### config.mk
export PLATFORM = sky130hd
export DESIGN_NAME = fetch_ctrl_flat
export DESIGN_NICKNAME = d
export VERILOG_FILES = /design/src/rtl/fetch_ctrl_if.sv /design/src/rtl/fetch_ctrl.sv /design/src/flat_wrapper.sv
export SDC_FILE = /design/constraint.sdc
export NUM_CORES = 1
export LEC_CHECK = 0
export CAP_MARGIN = 25
export CORE_AREA = 5 5 168 170
export CTS_BUF_LIST = sky130_fd_sc_hd__clkbuf_8
export CTS_CLUSTER_DIAMETER = 200
export DETAILED_ROUTE_END_ITERATION = 10
export DIE_AREA = 0 0 173 175
export GPL_TIMING_DRIVEN = 0
export PLACE_DENSITY = 0.61
export SETUP_SLACK_MARGIN = 0.2
export SLEW_MARGIN = 20
export SYNTH_ARGS = -nofsm -noshare
export SYNTH_HDL_FRONTEND = slang
export SYNTH_SLANG_ARGS = --single-unit
export TNS_END_PERCENT = 20
### constraint.sdc
create_clock -name clk -period 4.81 [get_ports clk]
set_input_delay 0.962 -clock clk [delete_from_list [all_inputs] [get_ports clk]]
set_output_delay 0.962 -clock clk [all_outputs]
set_load 0.03 [all_outputs]
### src/rtl/fetch_ctrl_if.sv
// rtl/fetch_ctrl_if.sv - fetch controller loader, redirect and instruction-memory signal bundle
// master is the controller side; slave is the loader/CPU/memory side.
interface fetch_ctrl_if;
  logic        start;
  logic        ld_valid;
  logic [31:0] ld_data;
  logic        ld_done;
  logic        ld_req;
  logic        ld_ready;
  logic        stall;
  logic        branch_taken;
  logic        jump;
  logic        jump_r;
  logic [31:0] pc_branch;
  logic [31:0] imm;
  logic [31:0] rs1value;
  logic [31:0] imem_addr;
  logic        imem_we;
  logic [31:0] imem_wdata;
  logic [31:0] curr_addr;
  logic [31:0] next_addr;
  logic        fetch_valid;
  logic        flush_ifid;
  logic        ld_overflow;
  logic [1:0]  state_o;
`ifdef FETCH_ALIGN_CHECK_EN
  logic        misalign_err;
  logic [31:0] misalign_addr;

  modport master (
    input  start, ld_valid, ld_data, ld_done, ld_req, stall, branch_taken, jump, jump_r,
           pc_branch, imm, rs1value,
    output ld_ready, imem_addr, imem_we, imem_wdata, curr_addr, next_addr, fetch_valid,
           flush_ifid, ld_overflow, state_o, misalign_err, misalign_addr
  );
  modport slave (
    output start, ld_valid, ld_data, ld_done, ld_req, stall, branch_taken, jump, jump_r,
           pc_branch, imm, rs1value,
    input  ld_ready, imem_addr, imem_we, imem_wdata, curr_addr, next_addr, fetch_valid,
           flush_ifid, ld_overflow, state_o, misalign_err, misalign_addr
  );
`else
  modport master (
    input  start, ld_valid, ld_data, ld_done, ld_req, stall, branch_taken, jump, jump_r,
           pc_branch, imm, rs1value,
    output ld_ready, imem_addr, imem_we, imem_wdata, curr_addr, next_addr, fetch_valid,
           flush_ifid, ld_overflow, state_o
  );
  modport slave (
    output start, ld_valid, ld_data, ld_done, ld_req, stall, branch_taken, jump, jump_r,
           pc_branch, imm, rs1value,
    input  ld_ready, imem_addr, imem_we, imem_wdata, curr_addr, next_addr, fetch_valid,
           flush_ifid, ld_overflow, state_o
  );
`endif
endinterface

### src/rtl/fetch_ctrl.sv
// rtl/fetch_ctrl.sv - instruction-fetch sequencer sharing IMEM between loader and CPU fetch
// Optional macro FETCH_ALIGN_CHECK_EN: suppress misaligned redirects and report them.
module fetch_ctrl #(
  parameter logic [31:0] RESET_PC   = 32'h0000_0000,
  parameter logic [31:0] LOAD_BASE  = 32'h0000_0000,
  parameter int          IMEM_WORDS = 256
) (
  input logic        clk,
  input logic        rst,
  fetch_ctrl_if.master bus
);
  localparam int IDX_W = $clog2(IMEM_WORDS);
  localparam int CNT_W = IDX_W + 1;
  localparam logic [CNT_W-1:0] CNT_FULL = CNT_W'(IMEM_WORDS);

  localparam logic [1:0] S_BOOT  = 2'b00;
  localparam logic [1:0] S_LOAD  = 2'b01;
  localparam logic [1:0] S_RUN   = 2'b10;
  localparam logic [1:0] S_DRAIN = 2'b11;

  logic [1:0]       state_q, state_d;
  logic [31:0]      pc_q, pc_d;
  logic [IDX_W-1:0] idx_q, idx_d;
  logic [CNT_W-1:0] cnt_q, cnt_d;
  logic             ovf_q, ovf_d;
  logic             flush_q, flush_d;
  logic [31:0]      target;
  logic [31:0]      ld_ptr;
  logic             redirect_req;
  logic             redirect;
  logic             accept;

  assign target       = bus.jump_r ? ((bus.rs1value + bus.imm) & 32'hFFFF_FFFE)
                                   : (bus.pc_branch + bus.imm);
  assign redirect_req = bus.jump_r | bus.jump | bus.branch_taken;
  assign accept       = (state_q == S_LOAD) && bus.ld_valid;
  // Word index wraps naturally at IMEM_WORDS; the byte offset is rebuilt from it.
  assign ld_ptr       = LOAD_BASE + {{(30-IDX_W){1'b0}}, idx_q, 2'b00};

`ifdef FETCH_ALIGN_CHECK_EN
  logic        mis_err_q, mis_err_d;
  logic [31:0] mis_addr_q, mis_addr_d;
  logic        misaligned;

  assign misaligned = (target[1:0] != 2'b00);
  assign redirect   = redirect_req && !misaligned;

  always_comb begin
    mis_err_d  = mis_err_q;
    mis_addr_d = mis_addr_q;
    if (state_q == S_RUN && redirect_req && misaligned) begin
      mis_err_d  = 1'b1;
      mis_addr_d = target;
    end
  end

  always_ff @(posedge clk or posedge rst) begin
    if (rst) begin
      mis_err_q  <= 1'b0;
      mis_addr_q <= 32'h0;
    end else begin
      mis_err_q  <= mis_err_d;
      mis_addr_q <= mis_addr_d;
    end
  end

  assign bus.misalign_err  = mis_err_q;
  assign bus.misalign_addr = mis_addr_q;
`else
  assign redirect = redirect_req;
`endif

  always_comb begin
    state_d = state_q;
    pc_d    = pc_q;
    idx_d   = idx_q;
    cnt_d   = cnt_q;
    ovf_d   = ovf_q;
    flush_d = 1'b0;
    case (state_q)
      S_BOOT: begin
        if (bus.ld_valid) begin
          state_d = S_LOAD;
          idx_d   = '0;
          cnt_d   = '0;
          ovf_d   = 1'b0;
        end else if (bus.start) begin
          state_d = S_RUN;
          pc_d    = RESET_PC;
        end
      end
      S_LOAD: begin
        if (accept) begin
          idx_d = idx_q + 1'b1;
          if (cnt_q == CNT_FULL) ovf_d = 1'b1;
          else                   cnt_d = cnt_q + 1'b1;
        end
        // A word offered together with ld_done is written before leaving.
        if (bus.ld_done) begin
          state_d = S_RUN;
          pc_d    = RESET_PC;
          idx_d   = '0;
          cnt_d   = '0;
        end
      end
      S_RUN: begin
        flush_d = redirect;
        if (redirect)       pc_d = target;
        else if (!bus.stall) pc_d = pc_q + 32'd4;
        if (bus.ld_req && !redirect) state_d = S_DRAIN;
      end
      default: begin
        state_d = S_LOAD;
        idx_d   = '0;
        cnt_d   = '0;
        ovf_d   = 1'b0;
      end
    endcase
  end

  always_ff @(posedge clk or posedge rst) begin
    if (rst) begin
      state_q <= S_BOOT;
      pc_q    <= RESET_PC;
      idx_q   <= '0;
      cnt_q   <= '0;
      ovf_q   <= 1'b0;
      flush_q <= 1'b0;
    end else begin
      state_q <= state_d;
      pc_q    <= pc_d;
      idx_q   <= idx_d;
      cnt_q   <= cnt_d;
      ovf_q   <= ovf_d;
      flush_q <= flush_d;
    end
  end

  assign bus.ld_ready    = (state_q == S_LOAD);
  assign bus.imem_we     = accept;
  assign bus.imem_addr   = (state_q == S_LOAD) ? ld_ptr : pc_q;
  assign bus.imem_wdata  = accept ? bus.ld_data : 32'h0;
  assign bus.curr_addr   = pc_q;
  assign bus.next_addr   = pc_q + 32'd4;
  assign bus.fetch_valid = (state_q == S_RUN) && !flush_q;
  assign bus.flush_ifid  = flush_q || (state_q == S_DRAIN);
  assign bus.ld_overflow = ovf_q;
  assign bus.state_o     = state_q;
endmodule

### src/flat_wrapper.sv
// flat-port wrapper written by rule: the top's interface ports become plain ports
module fetch_ctrl_flat 
#(
  parameter logic [31:0] RESET_PC   = 32'h0000_0000,
  parameter logic [31:0] LOAD_BASE  = 32'h0000_0000,
  parameter int          IMEM_WORDS = 256
)
  (clk, rst, bus_start, bus_ld_valid, bus_ld_data, bus_ld_done, bus_ld_req, bus_stall, bus_branch_taken, bus_jump, bus_jump_r, bus_pc_branch, bus_imm, bus_rs1value, bus_ld_ready, bus_imem_addr, bus_imem_we, bus_imem_wdata, bus_curr_addr, bus_next_addr, bus_fetch_valid, bus_flush_ifid, bus_ld_overflow, bus_state_o);
  fetch_ctrl_if bus_i ();
  input logic clk;
  input logic rst;
  input wire logic [$bits(bus_i.start)-1:0] bus_start;
  input wire logic [$bits(bus_i.ld_valid)-1:0] bus_ld_valid;
  input wire logic [$bits(bus_i.ld_data)-1:0] bus_ld_data;
  input wire logic [$bits(bus_i.ld_done)-1:0] bus_ld_done;
  input wire logic [$bits(bus_i.ld_req)-1:0] bus_ld_req;
  input wire logic [$bits(bus_i.stall)-1:0] bus_stall;
  input wire logic [$bits(bus_i.branch_taken)-1:0] bus_branch_taken;
  input wire logic [$bits(bus_i.jump)-1:0] bus_jump;
  input wire logic [$bits(bus_i.jump_r)-1:0] bus_jump_r;
  input wire logic [$bits(bus_i.pc_branch)-1:0] bus_pc_branch;
  input wire logic [$bits(bus_i.imm)-1:0] bus_imm;
  input wire logic [$bits(bus_i.rs1value)-1:0] bus_rs1value;
  output wire logic [$bits(bus_i.ld_ready)-1:0] bus_ld_ready;
  output wire logic [$bits(bus_i.imem_addr)-1:0] bus_imem_addr;
  output wire logic [$bits(bus_i.imem_we)-1:0] bus_imem_we;
  output wire logic [$bits(bus_i.imem_wdata)-1:0] bus_imem_wdata;
  output wire logic [$bits(bus_i.curr_addr)-1:0] bus_curr_addr;
  output wire logic [$bits(bus_i.next_addr)-1:0] bus_next_addr;
  output wire logic [$bits(bus_i.fetch_valid)-1:0] bus_fetch_valid;
  output wire logic [$bits(bus_i.flush_ifid)-1:0] bus_flush_ifid;
  output wire logic [$bits(bus_i.ld_overflow)-1:0] bus_ld_overflow;
  output wire logic [$bits(bus_i.state_o)-1:0] bus_state_o;
  assign bus_i.start = bus_start;
  assign bus_i.ld_valid = bus_ld_valid;
  assign bus_i.ld_data = bus_ld_data;
  assign bus_i.ld_done = bus_ld_done;
  assign bus_i.ld_req = bus_ld_req;
  assign bus_i.stall = bus_stall;
  assign bus_i.branch_taken = bus_branch_taken;
  assign bus_i.jump = bus_jump;
  assign bus_i.jump_r = bus_jump_r;
  assign bus_i.pc_branch = bus_pc_branch;
  assign bus_i.imm = bus_imm;
  assign bus_i.rs1value = bus_rs1value;
  assign bus_ld_ready = bus_i.ld_ready;
  assign bus_imem_addr = bus_i.imem_addr;
  assign bus_imem_we = bus_i.imem_we;
  assign bus_imem_wdata = bus_i.imem_wdata;
  assign bus_curr_addr = bus_i.curr_addr;
  assign bus_next_addr = bus_i.next_addr;
  assign bus_fetch_valid = bus_i.fetch_valid;
  assign bus_flush_ifid = bus_i.flush_ifid;
  assign bus_ld_overflow = bus_i.ld_overflow;
  assign bus_state_o = bus_i.state_o;
  fetch_ctrl #(.RESET_PC(RESET_PC), .LOAD_BASE(LOAD_BASE), .IMEM_WORDS(IMEM_WORDS)) u_core (.clk(clk), .rst(rst), .bus(bus_i));
endmodule
==> flow_summary_export.csv <==
group,metric,value,unit
worst_setup_path,crit_slowest_cell,"clkdlybuf4s50_1",
yosys,synth_top_family_by_area,"simple AND/OR/NAND/NOR gates",
detailed_routing,firstDrtPassIters,5,
flow_run,cap_violations,0,
sta,fin_skew,0.0173,ns
sta,period_share,0.913,
yosys,synthAdderAreaFrac,0.116,
placed_design,dp_hpwl,28.1,mm
floorplanning,io_pins,273,
clocking,tritoncts,"yes",
layout,stdcell_count,1673,
worst_setup_path,cp-end-kind,"output port",
worst_setup_path,r2r_end,"u_core.bus.curr_addr[28]$_DFFE_PP0P_",
yosys,synthFlopType,"dfrtp_1",
layout,drive_gt1_frac,0.0383,
yosys,async_reset_ff_frac,1.00,
worst_setup_path,endpoint,"bus_next_addr[26]",
detailed_routing,detail-route-antenna-nets,0,
sta,worstMarginPinSlew,0.908,ns
sta,timing_hold_violations_final,0,
sta,fin_crit,4.39,ns
yosys,yosysUniqueCellTypes,89,
pwr,ir_drop,0.000208,V
yosys,synth_compound_area_frac,0.272,
layout,nNetsFinal,1540,
clocking,htree_levels,2,
pwr,p_leak,4.63,nW
worst_setup_path,crit_required,3.85,ns
sta,fmax,228,MHz
sta,fin_tns_setup,0,ns
global_route,grt_pass1_wl,49.9,mm
clocking,cts_setup_buffers,0,
yosys,ys_seq_area_frac,0.170,
sta,rsz0062_at_grt,"false",
yosys,post_synth.cell_area_avg,7.43,sq um
global_route,grt_usage,0.206,
placed_design,dp_cells,1664,
worst_setup_path,critPathLaunch,"u_core.bus.curr_addr[3]$_DFFE_PP0P_",
clocking,cts.sinks,53,
yosys,netlist_area,0.00781,sq mm
worst_setup_path,cp.arrival,3.43,ns
worst_setup_path,reg2reg_slack,1.65,ns
worst_setup_path,critPathMostFrequentCell,"nand4_1",
yosys,yosys.area.top_type,"dfrtp_1",
worst_setup_path,worstPathCellList,"ha_1 > and4_1 > nand4_1 > nor3_2 > nand4_1 > xnor2_1 > clkdlybuf4s50_1",
clocking,path_clk_slew,0.13,ns
clocking,cts_hold_buf,0,
detailed_routing,drt_wl_total,33.4,mm
floorplanning,num_rows,60,
min_path,min_path_cells,1,
yosys,syn_nets,1260,
layout,antenna_cells,0,
detailed_routing,wire_per_inst,20.0,um
worst_setup_path,critical_path_class,"reg -> out",
placed_design,gp_congestion,0.906,
global_route,antenna_found_initial,0,
clocking,clkLatencyLatePin,0.33,ns
yosys,synthTopCellsByArea,"dfrtp_1 17%, ha_1 11%, a21oi_1 5.1%",
yosys,yosysTopAreaCellShare,0.170,
clocking,cts-buffers-inserted,5,
worst_setup_path,path_buf_inv,1,
floorplanning,die_area,0.0303,sq mm
clocking,post_cts_resized,0,
worst_setup_path,worst_setup_path_start_kind,"register",
floorplanning,start_util,0.294,
status,status,"finished, final reports clean",
worst_setup_path,path_delay_family,"simple AND/OR/NAND/NOR gates",
worst_setup_path,r2r-start,"u_core.bus.state_o[0]$_DFFE_PP0P_",
clocking,cts_root_buf,"clkbuf_8",
floorplanning,coreArea,0.0266,sq mm
sta,relSlewSlack,0.392,
detailed_routing,via_per_inst,5.50,
sta,setup_violations,0,
pwr,powerDensity,438,mW/mm^2
layout,fillerInstances,2739,
layout,area_growth,42.1,%
worst_setup_path,slowest_delay,0.75,ns
worst_setup_path,path_depth,7,
floorplanning,die_w,173,um
layout,final_common_cell,"clkdlybuf4s50_1",
detailed_routing,drt_iter0_markers,709,
detailed_routing,remaining_drc_errors,0,
layout,layout_common_cells,"271 x clkdlybuf4s50_1, 91 x nand2_1, 87 x nor2_1",
global_route,grt_max_degree,41,
floorplanning,die_h,175,um
yosys,synth_xor_area_frac,0.0819,
yosys,synth-edff-count,0,
yosys,yosys_warnings,0,
clocking,clockBufferDepth,2,
global_route,overflow,0,
yosys,yosys.area_share.simple,0.282,
min_path,hold_class,"reg -> reg",
detailed_routing,dr_total_vias,9204,
sta,maxSlewViolCount,0,
yosys,syn_inst,1051,
yosys,synth.ff_latch_count,53,
placed_design,portBuffers,271,
yosys,synthMuxAreaShare,0.0268,
worst_setup_path,path_max_fanout,8,
worst_setup_path,r2r_cells,10,
global_route,grt_pass1_vias,8674,
-- per-layer routing --
metal	share of wire	global-route usage	vias up
li1	-	-	4445
met4	0.021	0.0502	0
met1	0.44	0.266	4333
met2	0.48	0.364	387
met3	0.061	0.0257	39
met5	0	0	-
-- cells by family (layout without fill, tap and decap cells) --
group / Yosys count / after routing
AND/OR/NAND/NOR: 417 / 417
AO/OA/AOI/OAI: 317 / 317
adder cells (fa/ha/maj): 71 / 71
flip-flops: 53 / 53
XOR/XNOR: 73 / 73
multiplexers: 20 / 20
buffers and inverters: 100 / 381
-- where the power goes --
part           total [mW]  switching, mW  internal, mW  leakage, nW
combinational        3.73           2.28          1.44         3.87
clock               0.294          0.185         0.110       0.0506
sequential          0.840          0.260         0.579        0.710
total                4.86           2.73          2.13         4.63
-- cell type report --
type	count	area (sq um)	share of cell area
timing repair buffer	273	2750	0.248
tap	341	427	0.0385
clock inverter	3	28.8	0.00259
buffer	59	246	0.0222
sequential	53	1330	0.120
clock buffer	5	68.8	0.00620
inverter	41	156	0.0141
multi-input combinational	898	6090	0.549
-- flip-flops by register name (all words and copies together) (netlist names) --
name,count
u_core.bus.curr_addr,32
u_core.cnt_q,9
u_core.idx_q,8
u_core.bus.ld_overflow,1
u_core.bus.state_o,2
u_core.flush_q,1
-- worst min-delay path by stage --
stage | start | endpoint | slack [ns]
after floorplan | u_core.cnt_q[0]$_DFFE_PP0P_ | u_core.cnt_q[0]$_DFFE_PP0P_ | 0.48
after detailed placement | u_core.cnt_q[8]$_DFFE_PP0P_ | u_core.cnt_q[8]$_DFFE_PP0P_ | 0.53
final | u_core.cnt_q[0]$_DFFE_PP0P_ | u_core.cnt_q[0]$_DFFE_PP0P_ | 0.55
after global placement | u_core.cnt_q[8]$_DFFE_PP0P_ | u_core.cnt_q[8]$_DFFE_PP0P_ | 0.53
after global routing | u_core.cnt_q[0]$_DFFE_PP0P_ | u_core.cnt_q[0]$_DFFE_PP0P_ | 0.60
after CTS | u_core.cnt_q[0]$_DFFE_PP0P_ | u_core.cnt_q[0]$_DFFE_PP0P_ | 0.55
-- synth_stat cells (15+ instances only) --
cell / count
and3_1: 43
o21ai_1: 17
nand2_1: 91
inv_1: 41
ha_1: 69
nor2_1: 87
a21oi_1: 80
nor2b_1: 31
xor2_1: 38
o21ai_0: 51
clkbuf_1: 43
nor3_1: 31
dfrtp_1: 53
a21o_1: 22
nand4_1: 25
o21a_1: 15
a31oi_1: 16
nand3_1: 39
xnor2_1: 35
-- through the flow --
stage          worst slack [ns]  hold slack [ns]  power [mW]  area, sq um  utilization
2_1_floorplan              1.33            0.485        2.97         7810            -
5_1_grt                   0.267            0.598        5.13        11100        0.417
3_3_place_gp              0.611            0.530        4.53        10900        0.412
6_report                  0.420            0.551        4.86        11100        0.417
3_5_place_dp              0.590            0.528        4.55        11000        0.413
4_1_cts                   0.305            0.550        4.85        11100        0.417
Note: power is estimated with default switching activity, not from simulation.
==> variant, RTL diff (same flow settings) <==
`IMEM_WORDS` is set to 256 in 2 places; all go to 128.
--- a/src/rtl/fetch_ctrl.sv
+++ b/src/rtl/fetch_ctrl.sv
@@ -3,7 +3,7 @@
 module fetch_ctrl #(
   parameter logic [31:0] RESET_PC   = 32'h0000_0000,
   parameter logic [31:0] LOAD_BASE  = 32'h0000_0000,
-  parameter int          IMEM_WORDS = 256
+  parameter int          IMEM_WORDS = 128
 ) (
   input logic        clk,
   input logic        rst,
--- a/src/flat_wrapper.sv
+++ b/src/flat_wrapper.sv
@@ -3,7 +3,7 @@
 #(
   parameter logic [31:0] RESET_PC   = 32'h0000_0000,
   parameter logic [31:0] LOAD_BASE  = 32'h0000_0000,
-  parameter int          IMEM_WORDS = 256
+  parameter int          IMEM_WORDS = 128
 )
   (clk, rst, bus_start, bus_ld_valid, bus_ld_data, bus_ld_done, bus_ld_req, bus_stall, bus_branch_taken, bus_jump, bus_jump_r, bus_pc_branch, bus_imm, bus_rs1value, bus_ld_ready, bus_imem_addr, bus_imem_we, bus_imem_wdata, bus_curr_addr, bus_next_addr, bus_fetch_valid, bus_flush_ifid, bus_ld_overflow, bus_state_o);
   fetch_ctrl_if bus_i ();
Formal check against the unedited RTL: no difference found for any inputs over 4 cycles, from zero or initial values and one cycle with rst high; that may be too few to reach the edited logic, so the function may still have changed.
==> variant against the unedited design <==
- utilization fell by 3.2 points
- final area fell by 7.8%
- synthesized area fell by 10%
- maximum frequency fell by 0.10%
- via count fell by 12%
- sequential cell count fell by 2
- worst setup slack got worse by 0.0045 ns
- register-to-register slack got worse by 0.07 ns
- worst hold slack improved by 0.010 ns
- power barely moved
- first-iteration DRC count fell by 22%
- synthesized cell count fell by 9.1%
- routed wire length fell by 13%
- sequential share of layout area rose by 0.52 points
- critical path type unchanged
- largest cell class unchanged
- largest power group unchanged
==> variant: results (changes against the unedited design) <==
- Largest family of logic cells by synthesized area: compound AO/OA/AOI/OAI gates (was simple AND/OR/NAND/NOR gates)
- Post-Synthesis Net Count: 1164 (was 1260)
- Clock buffer depth: 2 (unchanged)
- Hold Path Class: register to register (unchanged)
- Number of fill cells: 2789 (was 2739)
- Crit-path max FO: 8 (unchanged)
- Tot GR Track Use: 18.2% (was 20.6%)
- Share of cells above drive strength 1: 2.92% (was 3.83%)
- Max FFs per register: 32 (unchanged)
- Peak VDD IR: 147 uV (was 208 uV)
- Seq/Total Area, Yosys: 18.2% (was 17.0%)
- Yosys cell types: 71 (was 89)
- Reg2Reg Setup Slack: 1.58 ns (was 1.65 ns)
- Antenna violations before repair: 0 (unchanged)
- Synth Area in Adders: 12.9% (was 11.6%)
- Vias in the first global route: 7979 (was 8674)
- Clock Latency Late Sink: 0.33 ns (about the same)
- Placer Congestion: 0.922 (was 0.906)
- Warnings, synthesis: 0 (unchanged)
- Worst-path clk slew: 0.12 ns
- Async S/R FF share, synth: 100% (unchanged)
- Slew HR: 36.4% (was 39.2%)
- TritonCTS buffer count: 5 (unchanged)
- 1st-iter DRT viols: 550 (was 709)
- Port Buffers: 270 (was 271)
- Layout Nets: 1441 (was 1540)
- WL final: 29200 microns (was 33400 microns)
- Outcome: finished clean (unchanged)
- Clock skew: 0.0155 ns (was 0.0173 ns)
- First-pass GRT wire length: 44600 microns (was 49900 microns)
- HPWL Detailed: 24700 microns (was 28100 microns)
- Mux contribution to synthesized area: 1.21% (was 2.68%)
- Root buf cell: clkbuf_8 (unchanged)
- Post-Synth XOR/XNOR Area: 11.1% (was 8.19%)
- Synth cell count leaders: a21oi_1 (100), nor2_1 (91), nand2_1 (81) (was nand2_1 (91), nor2_1 (87), a21oi_1 (80))
- Post-CTS setup buffers: 0 (unchanged)
- Post-synthesis compound-gate area fraction: 26.6% (was 27.2%)
- Synth top area cells: dfrtp_1 (18%), ha_1 (12%), a21oi_1 (7.1%) (was dfrtp_1 (17%), ha_1 (11%), a21oi_1 (5.1%))
- PostCTS Resize Cnt: 0 (unchanged)
- Final worst-path cycle share: 91.4% (was 91.3%)
- Leak: 4.23 nW (was 4.63 nW)
- Drt first pass iters: 5 (unchanged)
- Via-per-instance ratio: 5.16 (was 5.50)
- CP arrival: 3.43 ns (about the same)
- Inserted Diodes: 0 (unchanged)
- Setup WS pre-CTS: 0.341 ns (was 0.590 ns)
- Largest net degree at the start of global routing: 52 (was 41)
==> variant: kinds of logic after synthesis <==
group                    after synthesis
multiplexers                           8
buffers and inverters                 87
XOR/XNOR                              89
flip-flops                            51
AND/OR/NAND/NOR                      353
AO/OA/AOI/OAI                        296
adder cells (fa/ha/maj)               71
==> variant: per-stage QoR <==
step	utilization [%]	power, mW	instance area (sq um)	hold WS [ns]	std cells
global route	38.5	5.16	10200	0.595	1574
global placement	38.1	4.59	10100	0.520	1566
finish	38.5	4.86	10200	0.561	1574
floorplan	-	2.98	7000	0.474	955
CTS	38.5	4.90	10200	0.554	1574
detailed placement	38.1	4.61	10100	0.521	1566
==> variant: path summary, 6_finish.rpt <==
kind                       cells after the start                        to                     from
max                                            7         bus_next_addr[21]  u_core.bus.curr_addr[4]
min                                            2           u_core.idx_q[1]          u_core.idx_q[1]
max reg2reg                                   12  u_core.bus.curr_addr[26]    u_core.bus.state_o[1]
min reg2reg                                    2           u_core.idx_q[1]          u_core.idx_q[1]
max in group asynchronous                      2  u_core.bus.curr_addr[18]                      rst
min in group asynchronous                      2           u_core.idx_q[4]                      rst
==> variant: cell type report <==
type                            instances  area (sq um)  share of cell area [%]
Buffer                                 50           203                    1.98
Multi-Input combinational cell        817          5390                    52.6
Sequential cell                        51          1280                    12.5
Clock buffer                            5          68.8                   0.673
Inverter                               37           141                    1.38
Timing Repair Buffer                  270          2700                    26.4
Clock inverter                          3          27.5                   0.269
Tap cell                              341           427                    4.17
==> variant: per-layer routing <==
layer  GRT usage, %  wire, microns  vias up
met5              0              0        -
met4           3.79            546        0
met3           2.51           1480       27
met2           32.8          14000      274
met1           23.2          13200     3806
li1               -              -     4016
==> variant: power breakdown <==
| group | internal, mW | switching [mW] | total (mW) |
|---|---|---|---|
| combinational | 1.46 | 2.30 | 3.76 |
| sequential | 0.571 | 0.246 | 0.818 |
| clock | 0.107 | 0.175 | 0.282 |
| total | 2.14 | 2.72 | 4.86 |
==> variant: critical path, stage by stage, from the launching register on <==
cell             delay (ns)
dfrtp_1                0.56
and3_1                 0.26
nand4_1                0.33
nor4_1                 0.81
and3_1                 0.28
xnor2_1                0.09
inv_1                  0.06
clkdlybuf4s50_1        0.71
